--- src/rtl/seq_pkg.sv ---
// seq_pkg: note codes, frequency table, melody entry type, default melody and FSM states
package seq_pkg;
  localparam logic [3:0] REST = 4'd0;
  localparam logic [3:0] C4 = 4'd1;
  localparam logic [3:0] D4 = 4'd2;
  localparam logic [3:0] E4 = 4'd3;
  localparam logic [3:0] F4 = 4'd4;
  localparam logic [3:0] G4 = 4'd5;
  localparam logic [3:0] A4 = 4'd6;
  localparam logic [3:0] B4 = 4'd7;
  localparam logic [3:0] C5 = 4'd8;
  localparam logic [3:0] D5 = 4'd9;
  localparam logic [3:0] E5 = 4'd10;
  localparam logic [3:0] F5 = 4'd11;
  localparam logic [3:0] G5 = 4'd12;
  localparam int MELODY_LEN = 8;
  typedef struct packed {
    logic [3:0] code;
    logic [7:0] dur;
  } note_t;
  typedef enum logic [1:0] {IDLE, PLAY, GAP, DONE} state_t;
  localparam logic [31:0] FREQ_LUT [12] = '{
    32'd262, 32'd294, 32'd330, 32'd349, 32'd392, 32'd440,
    32'd494, 32'd523, 32'd587, 32'd659, 32'd698, 32'd784
  };
  localparam note_t MELODY [MELODY_LEN] = '{
    '{C4, 8'd4}, '{E4, 8'd4}, '{G4, 8'd4}, '{REST, 8'd2},
    '{C5, 8'd8}, '{G4, 8'd2}, '{E4, 8'd2}, '{C4, 8'd8}
  };
  // Codes outside 1..12 are silent.
  function automatic logic is_rest(input logic [3:0] c);
    return c == 4'd0 || c > 4'd12;
  endfunction
  function automatic logic [31:0] code_freq(input logic [3:0] c);
    return is_rest(c) ? 32'd0 : FREQ_LUT[c - 4'd1];
  endfunction
endpackage

--- src/rtl/melody_rom.sv ---
// melody_rom: combinational entry lookup, kept apart so the tune can change without touching the FSM
module melody_rom
  import seq_pkg::*;
#(
  parameter int IW = 3
) (
  input  logic [IW-1:0] idx,
  output note_t         note
);
  assign note = (32'(idx) < MELODY_LEN) ? MELODY[idx] : note_t'{REST, 8'd1};
endmodule

--- src/rtl/note_sequencer.sv ---
// note_sequencer: steps the melody table, timing notes and articulation gaps in tempo ticks
module note_sequencer
  import seq_pkg::*;
#(
  parameter int FCLK = 50_000_000,
  parameter int TICK_HZ = 100,
  parameter int GAP_TICKS = 2,
  parameter int NUM_NOTES = 8,
  localparam int IW = NUM_NOTES > 1 ? $clog2(NUM_NOTES) : 1
) (
  input  logic          clk,
  input  logic          reset_n,
  input  logic          start,
  input  logic          stop,
  input  logic          loop,
  output logic [31:0]   freq,
  output logic          onOff,
  output logic          busy,
  output logic [IW-1:0] note_idx,
  output logic          done
);
  localparam logic [31:0]   TICK_LAST = 32'(FCLK / TICK_HZ - 1);
  localparam logic [7:0]    GAP_LAST = 8'(GAP_TICKS - 1);
  localparam logic [IW-1:0] LAST_IDX = IW'(NUM_NOTES - 1);
  state_t state, state_n, adv_state;
  logic [31:0] tcnt, freq_n;
  logic [7:0] dcnt, dur_last;
  logic [IW-1:0] idx_n, adv_idx;
  logic on_n, adv, tick, at_last;
  note_t nxt;
  assign tick = tcnt == TICK_LAST;
  assign at_last = note_idx == LAST_IDX;
  assign adv_state = (at_last && !loop) ? DONE : PLAY;
  assign adv_idx = at_last ? '0 : note_idx + IW'(1);
  assign busy = state == PLAY || state == GAP;
  assign done = state == DONE;
  // The entry about to be entered drives the freq/onOff load on the transition edge.
  melody_rom #(.IW(IW)) u_rom (
    .idx (idx_n),
    .note(nxt)
  );
  // Next state, next entry and the registered tone outputs; adv marks any state entry.
  always_comb begin
    state_n = state;
    idx_n = note_idx;
    adv = 1'b0;
    case (state)
      IDLE: if (start) begin
        state_n = PLAY;
        idx_n = '0;
        adv = 1'b1;
      end
      PLAY: if (tick && dcnt == dur_last) begin
        adv = 1'b1;
        state_n = (GAP_TICKS > 0) ? GAP : adv_state;
        idx_n = (GAP_TICKS > 0) ? note_idx : adv_idx;
      end
      GAP: if (tick && dcnt == GAP_LAST) begin
        adv = 1'b1;
        state_n = adv_state;
        idx_n = adv_idx;
      end
      default: begin
        adv = 1'b1;
        state_n = IDLE;
      end
    endcase
    if (stop) begin
      adv = 1'b1;
      state_n = IDLE;
      idx_n = '0;
    end
    on_n = adv ? (state_n == PLAY && !is_rest(nxt.code)) : onOff;
    freq_n = !adv ? freq
           : (state_n == IDLE || state_n == DONE) ? '0
           : (state_n == PLAY && !is_rest(nxt.code)) ? code_freq(nxt.code)
           : freq;
  end
  // State, outputs and tick/duration counters; counters restart on every state entry.
  always_ff @(posedge clk or negedge reset_n) begin
    if (!reset_n) begin
      state <= IDLE;
      note_idx <= '0;
      freq <= '0;
      onOff <= 1'b0;
      tcnt <= '0;
      dcnt <= '0;
      dur_last <= '0;
    end else begin
      state <= state_n;
      note_idx <= idx_n;
      freq <= freq_n;
      onOff <= on_n;
      tcnt <= (adv || tick || state == IDLE) ? '0 : tcnt + 32'd1;
      dcnt <= (adv || state == IDLE) ? '0 : dcnt + 8'(tick);
      if (adv) dur_last <= (nxt.dur == 8'd0) ? 8'd0 : nxt.dur - 8'd1;
    end
  end
endmodule

--- config.mk ---
export PLATFORM = sky130hd
export DESIGN_NAME = note_sequencer
export DESIGN_NICKNAME = d
export VERILOG_FILES = /design/src/rtl/seq_pkg.sv /design/src/rtl/melody_rom.sv /design/src/rtl/note_sequencer.sv
export SDC_FILE = /design/constraint.sdc
export NUM_CORES = 1
export LEC_CHECK = 0
export BUFFER_PORTS_ARGS = -buffer_cell sky130_fd_sc_hd__buf_2
export CORE_MARGIN = 1
export CORE_UTILIZATION = 54
export DETAILED_ROUTE_END_ITERATION = 8
export PLACE_DENSITY = 0.87
export SLEW_MARGIN = 30
export SYNTH_ARGS = -nofsm -noshare
export SYNTH_HDL_FRONTEND = slang
export SYNTH_HIERARCHICAL = 1
export SYNTH_SLANG_ARGS = --single-unit
--- constraint.sdc ---
create_clock -name clk -period 4.2 [get_ports clk]
set_input_delay 0.42 -clock clk [delete_from_list [all_inputs] [get_ports clk]]
set_output_delay 0.42 -clock clk [all_outputs]
set_load 0.01 [all_outputs]
# After elaboration in Yosys (flattened, before gate mapping)

Memories as Yosys holds them, arrays and structs flattened.
Index checks and enable logic that the tools add are counted.

Memories: 2
Bits in read-only memories: 608
Register bits after elaboration: 86
Word-level logic and storage cells: 72

Bitwise operators: 2
Muxes and demuxes: 26
Equal/unequal tests: 9
Reduce and logical (&&, ||, !) cells: 18
Add/sub/neg operators: 5
$lt $le $gt $ge: 3

Memory list:

| memory           | words | width | read ports | clocked after memory_dff | write ports | RTL line         | RTL |
|---|---|---|---|---|---|---|---|
| (name not given) | 16    | 32    | 1          | 0                        | 0           | seq_pkg.sv:35    | `return is_rest(c) ? 32'd0 : FREQ_LUT[c - 4'd1];` |
| (name not given) | 8     | 12    | 1          | 0                        | 0           | melody_rom.sv:10 | `assign note = (32'(idx) < MELODY_LEN) ? MELODY[idx] : note_t'{REST, 8'd1};` |

Operators with widths:

| cell                                                     | count |
|---|---|
| 2-to-1 mux 32 bit                                        | 6 |
| adder 32 x 1 -> 32 bit, second input constant            | 1 |
| == test 32 x 19 -> 1 bit, second input constant          | 1 |
| 2-to-1 mux 12 bit                                        | 2 |
| 2-to-1 mux 8 bit                                         | 2 |
| 2-to-1 mux 3 bit                                         | 4 |
| 2-to-1 mux 2 bit                                         | 5 |
| adder 8 x 1 -> 8 bit                                     | 1 |
| == test 8 x 1 -> 1 bit, second input constant            | 1 |
| == test 8 bit                                            | 1 |
| zero test 8 bit                                          | 1 |
| subtractor 8 x 1 -> 8 bit, second input constant         | 1 |
| == test 2 bit, second input constant                     | 3 |
| logical OR 1 bit                                         | 6 |
| case mux 2 bit (3 select lines)                          | 1 |
| case mux 3 bit (2 select lines)                          | 1 |
| greater-or-equal comparator 5 bit, second input constant | 1 |
| NOT 4 -> 5 bit                                           | 1 |
| == test 2 x 1 -> 1 bit, second input constant            | 2 |
| greater-or-equal comparator 4 bit, second input constant | 1 |
| > comparator 4 bit, second input constant                | 1 |
| logical AND 1 bit                                        | 4 |
| zero test 2 bit                                          | 2 |
| zero test 4 bit                                          | 1 |
| other kinds (9)                                          | 13 |

# Depth between registers and ports, before layout

Word-level depth: 17
Depth in mapped cells: 18

# Modules after synthesis

The synthesis kept the hierarchy.

By module, submodules not included:

| module         | area an instance (sq um) | cells each | instances | seq. area each (sq um) |
|---|---|---|---|---|
| note_sequencer | 3,843.7                  | 397        | 1         | 1,601.5 |
| melody_rom     | 193.9                    | 21         | 1         | 0.0 |

# Worst setup path after synthesis

No wires, ideal clock.

Path kind: register to register
Start point: register tcnt[12]
End point: register freq[4]
Slack: 0.062 ns
Path buffers: 0
Stages on the path, launching flop included: 14
Data arrival time: 4.006 ns
Path through: dfrtp_1 nor4b_2 nand4_1 or4b_4 o41ai_1 inv_1 ha_1 mux2i_1 inv_1 ha_1 ha_1 mux2_2 a21oi_1 o2bb2ai_1

RTL lines:

| item                   | RTL line             | RTL |
|---|---|---|
| start, declared        | note_sequencer.sv:26 | `logic [31:0] tcnt, freq_n;` |
| start signal, assigned | note_sequencer.sv:94 | `tcnt <= (adv \|\| tick \|\| state == IDLE) ? '0 : tcnt + 32'd1;` |
| end signal, assigned   | note_sequencer.sv:92 | `freq <= freq_n;` |
| end, declared          | note_sequencer.sv:16 | `output logic [31:0] freq,` |

==> results by group <==
Drt
  • Number of search-and-repair iterations in the first detailed-routing pass: 5
  • Number of DRC markers after the initial detailed-route iteration: about 220
  • Total wire length after detailed routing: slightly below 9000 µm
  • Detail-routed net length per standard cell: roughly 16 µm
  • Drc violations: 0
  • Vias per Instance: 5.58
  • Via count of the routed design: 3080
  • Final ANT Viol Nets: 0

Placed design
  • Weighted congestion reported at the end of routability-driven placement: between 0.8 and 0.9
  • Placed cells: 532
  • DP Worst Slack: -0.0552 ns
  • Cell Area, Placed: between 4000 and 5000 µm²
  • Post-detail-place hpwl: ~5500 µm
  • Quantity of I/O buffers inserted on ports: 20

Flow run
  • Max-capacitance violation count: 0

Timing
  • Final number of hold-violating endpoints: 0
  • Slack of the critical path: roughly 0.096 ns
  • Worst Max-Slew Pin Slew: 0.827 ns
  • Final setup vio count: 0
  • Final critical delay including setup and external delays: about 4 ns
  • Clock skew: roughly 0.013 ns
  • Setup tns final: 0 ns
  • Slew HR: around 45%
  • Number of pins with negative max-slew slack in the final report: 0
  • Fmax: 0.244 GHz
  • Fin crit share: ~98%

Yosys
  • Number of instances in the synthesized netlist: roughly 420
  • Fraction of the mapped netlist area in adder cells: 7.75%
  • Most instantiated flip-flop cell in the synthesis netlist: sky130_fd_sc_hd__dfrtp_1
  • Largest family of logic cells by synthesized area: simple AND/OR/NAND/NOR gates
  • Post-synthesis cell area: between 4000 and 5000 µm²
  • Simple-gate share of the synthesized area: between 20% and 30%
  • Multiplexer share of the synthesized area: between 4 and 5%
  • Synth cell types: 48
  • Async set-reset flop share out of synthesis: 100%
  • Top post-synthesis cells by area: sky130_fd_sc_hd__dfrtp_1 (40%), sky130_fd_sc_hd__ha_1 (7.7%), sky130_fd_sc_hd__xnor2_1 (5.4%), sky130_fd_sc_hd__buf_4 (5.0%), sky130_fd_sc_hd__nor2_1 (4.4%)
  • Number of synthesized register bits: 64
  • Number of flops mapped to enable cells by yosys: 0
  • Share of Yosys cell area claimed by the top area cell type: around 40%
  • Synthesized-area fraction occupied by ao, oa, aoi and oai cells: under 10%
  • Parity-gate share of the synthesized area counting xor and xnor cells: about a tenth
  • Post-synthesis cell type with the largest combined area: sky130_fd_sc_hd__dfrtp_1
  • Sequential area share after synthesis: ~40%
  • Mean Syn Cell Area: between 9 and 10 µm²
  • YS warnings: 6

Clock tree
  • Clock buffer count from CTS: 9
  • CTS tree: built
  • Number of levels in the clock H-tree: 3
  • Maximum buffer depth of the clock tree: 2
  • CTS root buf: sky130_fd_sc_hd__clkbuf_8
  • Clock transition at the register clock pins on the worst setup and hold paths after CTS: about 0.080 ns
  • Insertion delay of the later-clocked pin in the worst-skew pair: 0.36 ns
  • Total number of clock tree sinks: 64
  • Hold bufs inserted after CTS: 0

Finish
  • Post-layout nets: 478
  • Most frequent standard cell in the layout excluding fill and tap cells: sky130_fd_sc_hd__dfrtp_1
  • Fill cell instance count of the final layout: approximately 570
  • Final design utilization: roughly 61%
  • Final Cell Area: around 4500 µm²
  • Area overhead of the layout relative to synthesis: 10.4%
  • Ratio of cells with drive above 1 in the final layout: 16.8%
  • Diodes inserted: 0
  • Leading cell types in the layout, fill and taps excluded: sky130_fd_sc_hd__dfrtp_1 (64), sky130_fd_sc_hd__nor2_1 (46), sky130_fd_sc_hd__conb_1 (27)
  • Final Instance Count excl. Fillers: 552

Critical path
  • Arrival time reported for the critical path endpoint: around 4.4 ns
  • Cell count along the critical path: 13
  • Slowest cell delay on critical path: between 0.6 and 0.7 ns
  • Critical Path End Type: flip-flop
  • Cell with the largest stage delay on the worst path: sky130_fd_sc_hd__or4b_4
  • Sum of buffers and inverters on the critical path: 2
  • Depth of the worst register-to-register path: 13
  • End point of the critical path: dur_last[1]
  • Startpoint type of the worst setup path: flip-flop
  • Required arrival time at the worst endpoint: ~4.5 ns
  • Worst flop-to-flop path startpoint: tcnt[12]
  • Register-to-Register Setup Slack: about 0.096 ns
  • Critical Path Fanout Max: 6
  • Top delay family on crit path: simple AND/OR/NAND/NOR gates
  • Cell breakdown of the critical path: nor4b_2 > nand4_1 > or4b_4 > o41ai_4 > inv_1 > ha_1 > mux2_4 > inv_1 > ha_1 > or3b_2 > nor2_2 > nor2_1 > mux2_4
  • Critical setup path kind: flip-flop to flip-flop
  • Crit path from: tcnt[12]
  • R2r endpoint: dur_last[1]

Min path
  • Worst Hold Class: primary input to async pin

Floorplanning
  • Initial core utilization: 55.7%
  • Die height: roughly 88 µm
  • Core footprint: 7250 µm²
  • Standard-cell rows: 31
  • IO Count: 43
  • Area of the die: about 7800 µm²
  • Die outline width: 88.5 µm

Global routing
  • Pin count of the biggest net entering global routing: 65
  • Via count of the first global-routing pass: 2959
  • GRT Residual Overflow: 0
  • Number of antenna violations at the first check in global routing: 0
  • Combined global-route utilization of all metal layers: between 20% and 30%
  • Global-route wire length before repair: around 13000 µm

Pwr
  • PD cells: between 300 and 400 nW/µm²
  • Leakage power summed over all cells: just under 2 nW
  • Maximum ir drop on the vdd rail: 0.000150 V

Run status
  • Run status: complete, no violations
-- sequential cells by signal, summed over array words and instances (netlist names) --
register  flops
dcnt          8
dur_last      8
freq         10
note_idx      3
onOff         1
state         2
tcnt         32
-- cell families (layout without fill, tap and decap cells) --
group,Yosys count,in the layout
flip-flops,64,64
other,2,27
XOR/XNOR,45,45
adder cells (fa/ha/maj),25,25
AND/OR/NAND/NOR,166,166
AO/OA/AOI/OAI,44,45
buffers and inverters,57,66
multiplexers,15,15
-- worst min-delay path by stage --
stage,from,endpoint,depth (start not counted)
CTS,reset_n,freq[2],2
global placement,freq[1],freq[1],1
detailed placement,freq[4],freq[4],1
finish,reset_n,freq[4],2
floorplan,reset_n,dcnt[0],0
global route,reset_n,freq[2],2
-- metrics by stage --
step                      hold slack [ns]  total power [mW]
final                               0.231              1.34
after global routing                0.312              1.39
after floorplan                     0.124             0.744
after CTS                           0.271              1.34
after detailed placement            0.472             0.756
after global placement              0.470             0.752
-- cells in the mapped netlist (5+ instances only) --
master,count
sky130_fd_sc_hd__xor2_1,20
sky130_fd_sc_hd__nand3_1,20
sky130_fd_sc_hd__nand4_1,10
sky130_fd_sc_hd__ha_1,25
sky130_fd_sc_hd__xnor2_1,25
sky130_fd_sc_hd__mux2i_1,5
sky130_fd_sc_hd__clkbuf_1,6
sky130_fd_sc_hd__nor3_1,14
sky130_fd_sc_hd__and2_1,5
sky130_fd_sc_hd__nand2_1,23
sky130_fd_sc_hd__nor4_1,5
sky130_fd_sc_hd__nor2_1,47
sky130_fd_sc_hd__buf_4,27
sky130_fd_sc_hd__a21oi_1,11
sky130_fd_sc_hd__dfrtp_1,64
sky130_fd_sc_hd__o2bb2ai_1,10
sky130_fd_sc_hd__mux2_4,9
sky130_fd_sc_hd__and3_1,7
sky130_fd_sc_hd__inv_1,18
sky130_fd_sc_hd__o21ai_0,8
-- per-layer routing --
layer	GRT usage (%)	wire length (µm)	vias up	share of wire (%)
li1	-	-	1450	-
met1	26.8	3740	1516	43
met2	35.9	4450	96	51
met3	6.53	368	18	4.2
met4	6.74	178	0	2.0
met5	0	0	-	0
-- area by class of cell --
| type | instances | area [µm²] | share of cell area (%) |
|---|---|---|---|
| multi-input combinational | 323 | 2260 | 50.7 |
| sequential | 64 | 1600 | 35.9 |
| clock buffer | 13 | 149 | 3.34 |
| tap | 99 | 124 | 2.78 |
| inverter | 18 | 67.6 | 1.52 |
| timing repair buffer | 32 | 190 | 4.27 |
| clock inverter | 3 | 65.1 | 1.46 |
-- power by group --
part	internal (mW)	leakage, nW	switching, mW
clock network	0.350	0.108	0.238
registers	0.629	0.874	0.0115
logic	0.0397	0.991	0.0741
-- what timing repair did --
| action | in CTS | in global routing |
|---|---|---|
| gates cloned | 0 | 1 |
| gates resized for setup | 1 | 9 |
| pin swaps | 0 | 2 |
| endpoints found under the setup margin | 6 | 17 |
| setup buffers | 0 | 3 |
Power figures use the tool's default switching activity.
